<file path="src/rtl/store_unit_pkg.sv">
// Shared store-side definitions: op encodings, byte-enable constants and the
// queue entry layout used by the store unit and its lane formatter.
package store_unit_pkg;

    localparam logic [1:0] ST_NONE = 2'd0;
    localparam logic [1:0] ST_SB   = 2'd1;
    localparam logic [1:0] ST_SH   = 2'd2;
    localparam logic [1:0] ST_SW   = 2'd3;

    localparam logic [3:0] BE_BYTE    = 4'b0001;
    localparam logic [3:0] BE_LO_HALF = 4'b0011;
    localparam logic [3:0] BE_HI_HALF = 4'b1100;
    localparam logic [3:0] BE_WORD    = 4'b1111;

    typedef struct packed {
        logic [29:0] waddr;
        logic [3:0]  be;
        logic [31:0] wdata;
    } st_entry_t;

    function automatic logic word_hit(input logic [29:0] entry_waddr,
                                      input logic [29:0] load_waddr);
        return (entry_waddr == load_waddr);
    endfunction

endpackage

</file>
<file path="src/rtl/store_unit_st_format.sv">
// Combinational lane formatter: replicates store data across byte lanes,
// builds byte enables and flags misaligned halfword/word stores.
module st_format
    import store_unit_pkg::*;
(
    input  logic [1:0]  i_op,
    input  logic [31:0] i_addr,
    input  logic [31:0] i_data,
    output st_entry_t   o_entry,
    output logic        o_misalign
);

    // Lane replication, byte enables and alignment check per store width
    always_comb begin
        o_entry.waddr = i_addr[31:2];
        o_entry.be    = 4'b0000;
        o_entry.wdata = 32'h0000_0000;
        o_misalign    = 1'b0;
        case (i_op)
            ST_SB: begin
                o_entry.be    = BE_BYTE << i_addr[1:0];
                o_entry.wdata = {4{i_data[7:0]}};
            end
            ST_SH: begin
                o_entry.be    = i_addr[1] ? BE_HI_HALF : BE_LO_HALF;
                o_entry.wdata = {2{i_data[15:0]}};
                o_misalign    = i_addr[0];
            end
            ST_SW: begin
                o_entry.be    = BE_WORD;
                o_entry.wdata = i_data;
                o_misalign    = (i_addr[1:0] != 2'b00);
            end
            default: begin
                o_misalign = 1'b0;
            end
        endcase
    end

endmodule

</file>
<file path="src/rtl/store_unit.sv">
// MEM-stage store unit: formats stores, queues aligned writes in a FIFO,
// drains them over valid/ready and flags loads overlapping queued stores.
module store_unit
    import store_unit_pkg::*;
#(
    parameter int DEPTH = 2
) (
    input  logic        clk,
    input  logic        reset,
    input  logic        st_valid,
    output logic        st_ready,
    input  logic [1:0]  st_op,
    input  logic [31:0] st_addr,
    input  logic [31:0] st_data,
    output logic        align_err,
    output logic [31:0] err_addr,
    output logic        mem_valid,
    input  logic        mem_ready,
    output logic [31:0] mem_addr,
    output logic [3:0]  mem_be,
    output logic [31:0] mem_wdata,
    input  logic        ld_valid,
    input  logic [31:0] ld_addr,
    output logic        ld_hit,
    output logic        empty
);

    localparam int PW = $clog2(DEPTH);
    localparam int CW = PW + 1;
    localparam logic [CW-1:0] FULL_CNT = CW'(DEPTH);

    st_entry_t        r_mem [DEPTH];
    logic [DEPTH-1:0] r_occ;
    logic [PW-1:0]    r_wr_ptr;
    logic [PW-1:0]    r_rd_ptr;
    logic [CW-1:0]    r_count;
    logic             r_align_err;
    logic [31:0]      r_err_addr;

    st_entry_t w_entry;
    logic      w_misalign;
    logic      w_accept;
    logic      w_push;
    logic      w_pop;
    logic      w_hit;
    logic      w_unused_ld_lsbs;

    st_format u_st_format (
        .i_op       (st_op),
        .i_addr     (st_addr),
        .i_data     (st_data),
        .o_entry    (w_entry),
        .o_misalign (w_misalign)
    );

    assign st_ready  = (r_count < FULL_CNT);
    assign mem_valid = (r_count != CW'(0));
    assign empty     = (r_count == CW'(0));
    assign w_accept  = st_valid && st_ready && (st_op != ST_NONE);
    assign w_push    = w_accept && !w_misalign;
    assign w_pop     = mem_valid && mem_ready;

    assign mem_addr  = {r_mem[r_rd_ptr].waddr, 2'b00};
    assign mem_be    = r_mem[r_rd_ptr].be;
    assign mem_wdata = r_mem[r_rd_ptr].wdata;
    assign align_err = r_align_err;
    assign err_addr  = r_err_addr;

    // Queue storage; reset clears entries so the head reads back as zero
    always_ff @(posedge clk or negedge reset) begin
        if (!reset) begin
            for (int i = 0; i < DEPTH; i++) begin
                r_mem[i] <= '0;
            end
        end else if (w_push) begin
            r_mem[r_wr_ptr] <= w_entry;
        end
    end

    // Occupancy, pointers and count; pointers wrap naturally at DEPTH
    always_ff @(posedge clk or negedge reset) begin
        if (!reset) begin
            r_occ    <= '0;
            r_wr_ptr <= '0;
            r_rd_ptr <= '0;
            r_count  <= '0;
        end else begin
            if (w_pop) begin
                r_occ[r_rd_ptr] <= 1'b0;
                r_rd_ptr        <= r_rd_ptr + PW'(1);
            end
            if (w_push) begin
                r_occ[r_wr_ptr] <= 1'b1;
                r_wr_ptr        <= r_wr_ptr + PW'(1);
            end
            case ({w_push, w_pop})
                2'b10:   r_count <= r_count + CW'(1);
                2'b01:   r_count <= r_count - CW'(1);
                default: r_count <= r_count;
            endcase
        end
    end

    // Misalignment pulse and sticky error address
    always_ff @(posedge clk or negedge reset) begin
        if (!reset) begin
            r_align_err <= 1'b0;
            r_err_addr  <= 32'h0000_0000;
        end else begin
            r_align_err <= w_accept && w_misalign;
            if (w_accept && w_misalign) begin
                r_err_addr <= st_addr;
            end
        end
    end

    // Word-granular compare against occupied entries only; byte enables ignored
    always_comb begin
        w_hit = 1'b0;
        for (int i = 0; i < DEPTH; i++) begin
            w_hit = w_hit | (r_occ[i] & word_hit(r_mem[i].waddr, ld_addr[31:2]));
        end
    end

    assign ld_hit           = ld_valid & w_hit;
    assign w_unused_ld_lsbs = ^ld_addr[1:0];

endmodule

</file>
<file path="config.mk">
export PLATFORM = sky130hd
export DESIGN_NAME = store_unit
export DESIGN_NICKNAME = d
export VERILOG_FILES = /design/src/rtl/store_unit_pkg.sv /design/src/rtl/store_unit_st_format.sv /design/src/rtl/store_unit.sv
export SDC_FILE = /design/constraint.sdc
export NUM_CORES = 1
export LEC_CHECK = 0
export ABC_CLOCK_PERIOD_IN_PS = 1700
export CAP_MARGIN = 15
export CORE_ASPECT_RATIO = 1.25
export CORE_UTILIZATION = 35
export CTS_BUF_LIST = sky130_fd_sc_hd__clkbuf_4
export CTS_CLUSTER_DIAMETER = 120
export DETAILED_ROUTE_END_ITERATION = 6
export GPL_TIMING_DRIVEN = 0
export SLEW_MARGIN = 20
export SYNTH_ARGS = -nofsm -noshare
export SYNTH_HDL_FRONTEND = slang
export SYNTH_SLANG_ARGS = --single-unit
</file>
<file path="constraint.sdc">
create_clock -name clk -period 1.7 [get_ports clk]
set_input_delay 0.34 -clock clk [delete_from_list [all_inputs] [get_ports clk]]
set_output_delay 0.34 -clock clk [all_outputs]
set_load 0.02 [all_outputs]
</file>
==> reports/results.md, run 1 <==
| Metric | This run |
| --- | --- |
| Power per cell area | 1870 nW/µm² |
| Drt first-iter violations | 295 |
| Number of global-route vias before repair | 6851 |
| Portion of total power attributed to sequential cells | 0.322 |
| Overflow left after global routing | 0 |
| Async SR Flop Fraction | 1.00 |
| Routed Wire Length | 26800 µm |
| Clock network fraction of design power | 0.105 |
| Via count normalized by instance count | 4.99 |
| Number of buffers added by the clock tree synthesis step | 17 |
| Final critical delay including setup and external delays | 2.57 ns |
| Synth area leaders | dfrtp_1 (52%), mux2_2 (19%), nand2_1 (8.4%) |
| Core region area | 23100 µm² |
| Clock slew seen by the registers of the worst setup and hold paths | 0.16 ns |
| Switching Fraction | 0.398 |
| Standby leakage power | 5.70 nW |
| Area of the die | 24300 µm² |
| Sequential-to-total area share from yosys stat | 0.516 |
| Nets | 1136 |
| Count of buffers from port buffering | 202 |
| Share of final-layout standard cells stronger than drive strength 1 | 0.410 |
| First-pass GRT wire length | 39800 µm |
| Post-route antenna net violation count | 0 |
| Buffer levels on the longest clock path | 2 |
| CTS Sinks | 171 |
| Wire length per cell | 20.1 µm |
| Maximum number of pins on one net before global-route repair | 69 |
| Setup Total Neg Slack | -31.55 ns |
| Combinational share of power | 0.572 |
| Final hold violation count | 0 |
| Failing checks | setup timing |
| Critical Path Sink Type | output port |
| Count of final setup violators | 74 |
| Synth unique cells | 30 |
| RSZ-0062 raised after global routing | true |
| Total count of max-transition violations in the final report | 0 |
| Worst setup skew after layout | 0.0272 ns |
| Weighted congestion reported at the end of routability-driven placement | 0.895 |
| Post-detailed-placement cell area | 10700 µm² |
| Slew of the pin with the lowest slew margin | 0.573 ns |
| Root Buffer | clkbuf_4 |
| Top fanout value on the critical path | 2 |
| Max Freq | 388 MHz |
| Share of the clock period used by the worst path | 1.51 |
| Number of enable-type register cells in the synthesized netlist | 0 |
| Outcome | complete, but fails checks |
| Post-route setup slack | -0.874 ns |
| Core occupancy in the finished layout | 0.535 |
| Worst skew pair latency | 0.57 ns |
| Die extent in y | 174 µm |
| Post-synthesis cell count | 768 |
| Path type of the worst setup path | reg -> out |
| Width of the die | 140 µm |
| Cell area after synthesis | 8300 µm² |
| Mean Syn Cell Area | 10.8 µm² |
| Worst EP arrival | 2.23 ns |
| Overall via count from detail_route | 6663 |
| Number of optimization iterations in the first detailed-route pass | 5 |
| Max-capacitance violation count | 0 |
| Area growth from synthesis to layout | 48.9% |
| Endpoint required time on the critical path | 1.36 ns |
| Number of warnings printed during yosys synthesis | 0 |
| Fin cells | 1334 |
| Most area-hungry cell type in the Yosys netlist | dfrtp_1 |
| IR drop worst, VDD | 1.04 mV |
| Flip-flop and latch count after synthesis | 171 |
| Cell row count | 62 |
| Total internal power | 0.0139 W |
| # H-tree levels | 4 |
| Area fraction of the dominant cell type after synthesis | 0.516 |
| Path type of the worst min-delay path | in -> reg |
| Number of placed I/O pins | 208 |
| Type of origin of the critical path | flop |
| Starting Density | 0.359 |
| Remaining max-slew budget at the tightest pin | 0.616 |
| Dominant register cell in the synthesized netlist | dfrtp_1 |
| Number of design rule violations left after detail routing | 0 |
| Final non-filler cell area | 12400 µm² |
| Initial antenna violation count | 1 |
| Total routing usage reported by global routing | 0.218 |
| Worst hold slack | 0.156 ns |
| # placed instances | 1261 |
| CTS tree | yes |
| DP HPWL | 18900 µm |
| Net switching power of the design | 0.00922 W |
-- routing by layer --
layer	global-route usage	vias up	share of wire
li1	-	3143	-
met1	0.262	3272	0.41
met2	0.385	222	0.51
met3	0.0556	26	0.063
met4	0.0540	0	0.018
met5	0	-	0
-- power by group through the flow --
stage,Combinational [W],Clock [W],Sequential [W]
2_1_floorplan,0.00580,0,0.00747
3_3_place_gp,0.0108,0,0.00724
3_5_place_dp,0.0108,0,0.00731
4_1_cts,0.0113,0.00252,0.00724
5_1_grt,0.0141,0.00267,0.00772
6_report,0.0133,0.00244,0.00746
-- flip-flops by register name, indices dropped and copies added (netlist names) --
name	count
r_count	2
align_err	1
r_rd_ptr	1
r_mem	132
r_occ	2
err_addr	32
r_wr_ptr	1
-- worst max-delay path, stage by stage (launching register included) --
cell	delay, ns
dfrtp_1	0.43
xnor2_2	0.19
nand4_1	0.20
nor4_4	0.40
nand4_1	0.12
a21boi_1	0.16
buf_4	0.17
-- cell usage in the layout, fill, tap and decap left out, drive strengths merged, types with 15 or more instances in the layout --
cell and n:
clkdlybuf4s50 97, o21ai 77, clkdlybuf4s15 21, clkbuf 48, inv 15, dfrtp 171, mux2 142, buf 137
xnor2 42, nand2 186, xor2 22
-- area by class of cell --
class	instances	area, µm²
Fill cell	2055	10800
Sequential cell	171	4280
Multi-Input combinational cell	544	4240
Timing Repair Buffer	249	2750
Buffer	42	400
Tap cell	288	360
Clock inverter	14	153
Clock buffer	18	135
Inverter	7	28.8
Antenna cell	1	2.50
-- path summary, 6_finish.rpt --
path | from | endpoint | slack, ns | cells past startpoint
worst max-delay path | r_mem[60] | ld_hit | -0.87 | 6
worst min-delay path | st_addr[1] | err_addr[1] | 0.16 | 2
worst max register to register | r_count[1] | r_mem[76] | -0.04 | 8
worst min register to register | r_mem[34] | r_mem[34] | 0.50 | 2
max in group asynchronous | reset | r_rd_ptr | 0.71 | 3
min in group asynchronous | reset | r_mem[8] | 0.26 | 2
-- cells in the mapped netlist (all sizes together), types with 2 or more instances --
cell type    n
nand2      186
dfrtp      171
mux2       142
o21ai       77
xnor2       42
buf         33
xor2        22
clkbuf      14
nand4       12
nor2        12
a21oi       11
a22oi       11
a21boi       8
nor4         8
inv          7
or2          3
a21o         2
nor2b        2
-- through the flow --
| stage | setup slack [ns] | total power, W |
|---|---|---|
| after floorplan | 0.00672 | 0.0133 |
| after global placement | -7.21 | 0.0180 |
| after detailed placement | -1.33 | 0.0181 |
| after CTS | -0.914 | 0.0210 |
| after global routing | -1.03 | 0.0245 |
| final | -0.874 | 0.0232 |
-- repair_timing --
action | CTS | global route
hold endpoints to repair | 50 | 0
gates resized for setup | 387 | 359
setup buffers | 20 | 14
hold buffers | 1 | 0
pin swaps | 7 | 60
cloned | 3 | 9
setup endpoints to repair | 262 | 175
-- logic make-up after synthesis --
family	share of synthesized area
flops	0.516
simple gates	0.108
buf+inv	0.0369
xor+xnor	0.0675
compound gates	0.0758
other cells	0.000452
mux	0.194
fa+ha+maj	0.00151
(Power assumes the default switching activity.)
==> run 2: changes to the inputs <==
--- a/config.mk
+++ b/config.mk
@@ -13,6 +13,7 @@
 export CTS_CLUSTER_DIAMETER = 120
 export DETAILED_ROUTE_END_ITERATION = 6
 export GPL_TIMING_DRIVEN = 0
+export RECOVER_POWER = 100
 export SLEW_MARGIN = 20
 export SYNTH_ARGS = -nofsm -noshare
 export SYNTH_HDL_FRONTEND = slang
==> reports/results.md, run 2 (synthesis results as in run 1) <==
| Metric | This run | vs previous |
| --- | --- | --- |
| Core occupancy in the finished layout | 0.533 | -0.00162 |
| RSZ-0062 raised after global routing | true |  |
| Path type of the worst setup path | reg -> out |  |
| Total routing usage reported by global routing | 0.218 | unchanged |
| Worst skew pair latency | 0.57 ns | about the same |
| Post-route setup slack | -0.875 ns | -0.000995 ns |
| Width of the die | 140 µm | unchanged |
| Type of origin of the critical path | flop |  |
| Power per cell area | 1870 nW/µm² | about the same |
| Outcome | complete, but fails checks |  |
| Total count of max-transition violations in the final report | 0 | unchanged |
| DP HPWL | 18900 µm | unchanged |
| Buffer levels on the longest clock path | 2 | unchanged |
| Path type of the worst min-delay path | in -> reg |  |
| Number of placed I/O pins | 208 | unchanged |
| Core region area | 23100 µm² | unchanged |
| Area of the die | 24300 µm² | unchanged |
| Die extent in y | 174 µm | unchanged |
| Combinational share of power | 0.572 | about the same |
| Clock slew seen by the registers of the worst setup and hold paths | 0.16 ns | about the same |
| Clock network fraction of design power | 0.106 | about the same |
| Worst setup skew after layout | 0.0280 ns | +0.000830 ns |
| Number of design rule violations left after detail routing | 0 | unchanged |
| Fill cell instance count of the final layout | 2065 | +0.49% |
| IR drop worst, VDD | 1.04 mV | about the same |
| CTS tree | yes |  |
| Worst EP arrival | 2.24 ns | about the same |
| Max Freq | 388 MHz | about the same |
| Number of optimization iterations in the first detailed-route pass | 4 | -1 |
| Slew of the pin with the lowest slew margin | 1.42 ns | +0.847 ns |
| Slowest Stage Delay on Critical Path | 0.43 ns | about the same |
| Crit-path cells | xnor2_2 > nand4_1 > nor4_4 > nand4_1 > a21boi_1 > buf_4 |  |
| Post-route antenna net violation count | 0 | unchanged |
| Fin cells | 1334 | unchanged |
| Most flop-heavy register | r_mem |  |
| # H-tree levels | 4 | unchanged |
| Total internal power | 0.0139 W | -0.36% |
| Final hold violation count | 0 | unchanged |
| Overall via count from detail_route | 6656 | -0.11% |
| Starting Density | 0.359 | unchanged |
| Max FFs per register | 132 | unchanged |
| Portion of total power attributed to sequential cells | 0.323 | about the same |
| CP most frequent cell | nand4_1 |  |
| Maximum number of pins on one net before global-route repair | 69 | unchanged |
| Final critical delay including setup and external delays | 2.58 ns | +0.000995 ns |
| Count of final setup violators | 229 | +210% |
| Top fanout value on the critical path | 2 | unchanged |
| Critical path's slowest cell | dfrtp_1 |  |
| Drt first-iter violations | 291 | -1.4% |
| Standby leakage power | 5.66 nW | -0.60% |
| Share of final-layout standard cells stronger than drive strength 1 | 0.399 | -0.0105 |
| Total area of sequential cells | 4280 µm² | about the same |
| Number of global-route vias before repair | 6851 | unchanged |
| Number of buffers added by the clock tree synthesis step | 17 | unchanged |
| Net switching power of the design | 0.00920 W | -0.18% |
| Share of the clock period used by the worst path | 1.51 | about the same |
| Root Buffer | clkbuf_4 |  |
| Count of buffers from port buffering | 202 | unchanged |
| Endpoint required time on the critical path | 1.36 ns | about the same |
| Most common cell after layout, fill and taps aside | dfrtp_1 |  |
| Nets | 1136 | unchanged |
| Weighted congestion reported at the end of routability-driven placement | 0.895 | unchanged |
| Area growth from synthesis to layout | 48.4% |  |
| Critical Path Sink Type | output port |  |
| # placed instances | 1261 | unchanged |
| Commonest cells after routing, fill and taps aside | dfrtp_1 (171), nand2_1 (131), mux2_2 (105) |  |
| Switching Fraction | 0.399 | +0.000436 |
| Failing checks | setup timing |  |
| Wire length per cell | 20.1 µm | about the same |
| Via count normalized by instance count | 4.99 | -0.11% |
| Overflow left after global routing | 0 | unchanged |
| Routed Wire Length | 26800 µm | about the same |
| Post-placement setup slack | -1.33 ns | unchanged |
| Cell row count | 62 | unchanged |
| First-pass GRT wire length | 39800 µm | unchanged |
| Initial antenna violation count | 1 | unchanged |
| CTS Sinks | 171 | unchanged |
| Combined area of the multi-input logic cells | 4230 µm² | -0.24% |
| Remaining max-slew budget at the tightest pin | 0.0527 | -0.564 |
| Max-capacitance violation count | 0 | unchanged |
-- run 2: power groups by stage --
stage,clock (W),combinational [W],sequential (W)
global placement,0,0.0108,0.00724
finish,0.00244,0.0132,0.00745
detailed placement,0,0.0108,0.00731
global route,0.00267,0.0140,0.00771
floorplan,0,0.00580,0.00747
CTS,0.00252,0.0113,0.00724
-- run 2: path summary, 6_finish.rpt --
kind                                end  cells after the start  startpoint  slack [ns]
min                         err_addr[1]                      2  st_addr[1]        0.15
min reg2reg                   r_mem[34]                      2   r_mem[34]        0.50
max reg2reg                err_addr[28]                      5  r_count[1]       -0.29
min in group asynchronous      r_mem[8]                      2       reset        0.62
max in group asynchronous  err_addr[31]                      3       reset        0.05
max                              ld_hit                      6   r_mem[60]       -0.88
-- run 2: per-layer routing --
| layer | part of all wire | track usage | up-vias |
|---|---|---|---|
| met5 | 0 | 0 | - |
| met4 | 0.018 | 0.0540 | 0 |
| met3 | 0.063 | 0.0556 | 27 |
| met2 | 0.51 | 0.385 | 222 |
| met1 | 0.41 | 0.262 | 3265 |
| li1 | - | - | 3142 |
-- run 2: layout make-up --
cell class                      count  area share
Antenna cell                        1    0.000203
Buffer                             42      0.0325
Clock buffer                       18      0.0110
Clock inverter                     14      0.0124
Inverter                            7     0.00234
Multi-Input combinational cell    544       0.344
Sequential cell                   171       0.347
Tap cell                          288      0.0293
Timing Repair Buffer              249       0.221
-- run 2: critical path, delay by kind of cell, from the launching register on --
family | cells | cell delay [ns]
AO/OA/AOI/OAI | 1 | 0.16
XOR/XNOR | 1 | 0.19
buffers and inverters | 1 | 0.17
flip-flops | 1 | 0.43
AND/OR/NAND/NOR | 3 | 0.72
-- run 2: metrics by stage --
stage / cell area (µm²) / TNS [ns] / power [W] / hold slack [ns]
detailed placement: 10700 / -171.97 / 0.0181 / 0.281
global placement: 10700 / -1399.29 / 0.0180 / 0.457
CTS: 11400 / -38.95 / 0.0210 / 0.0959
floorplan: 8310 / 0 / 0.0133 / 0.0444
finish: 12300 / -56.80 / 0.0231 / 0.154
global route: 12300 / -91.66 / 0.0244 / 0.113
-- run 2: repair_timing --
item / 4_1_cts / 5_1_grt
endpoints found under the setup margin: 262 / 175
endpoints found under the hold margin: 50 / 0
hold buffers: 1 / 0
pin swaps: 7 / 60
buffers inserted: 20 / 14
resized for setup: 387 / 359
gates cloned: 3 / 9
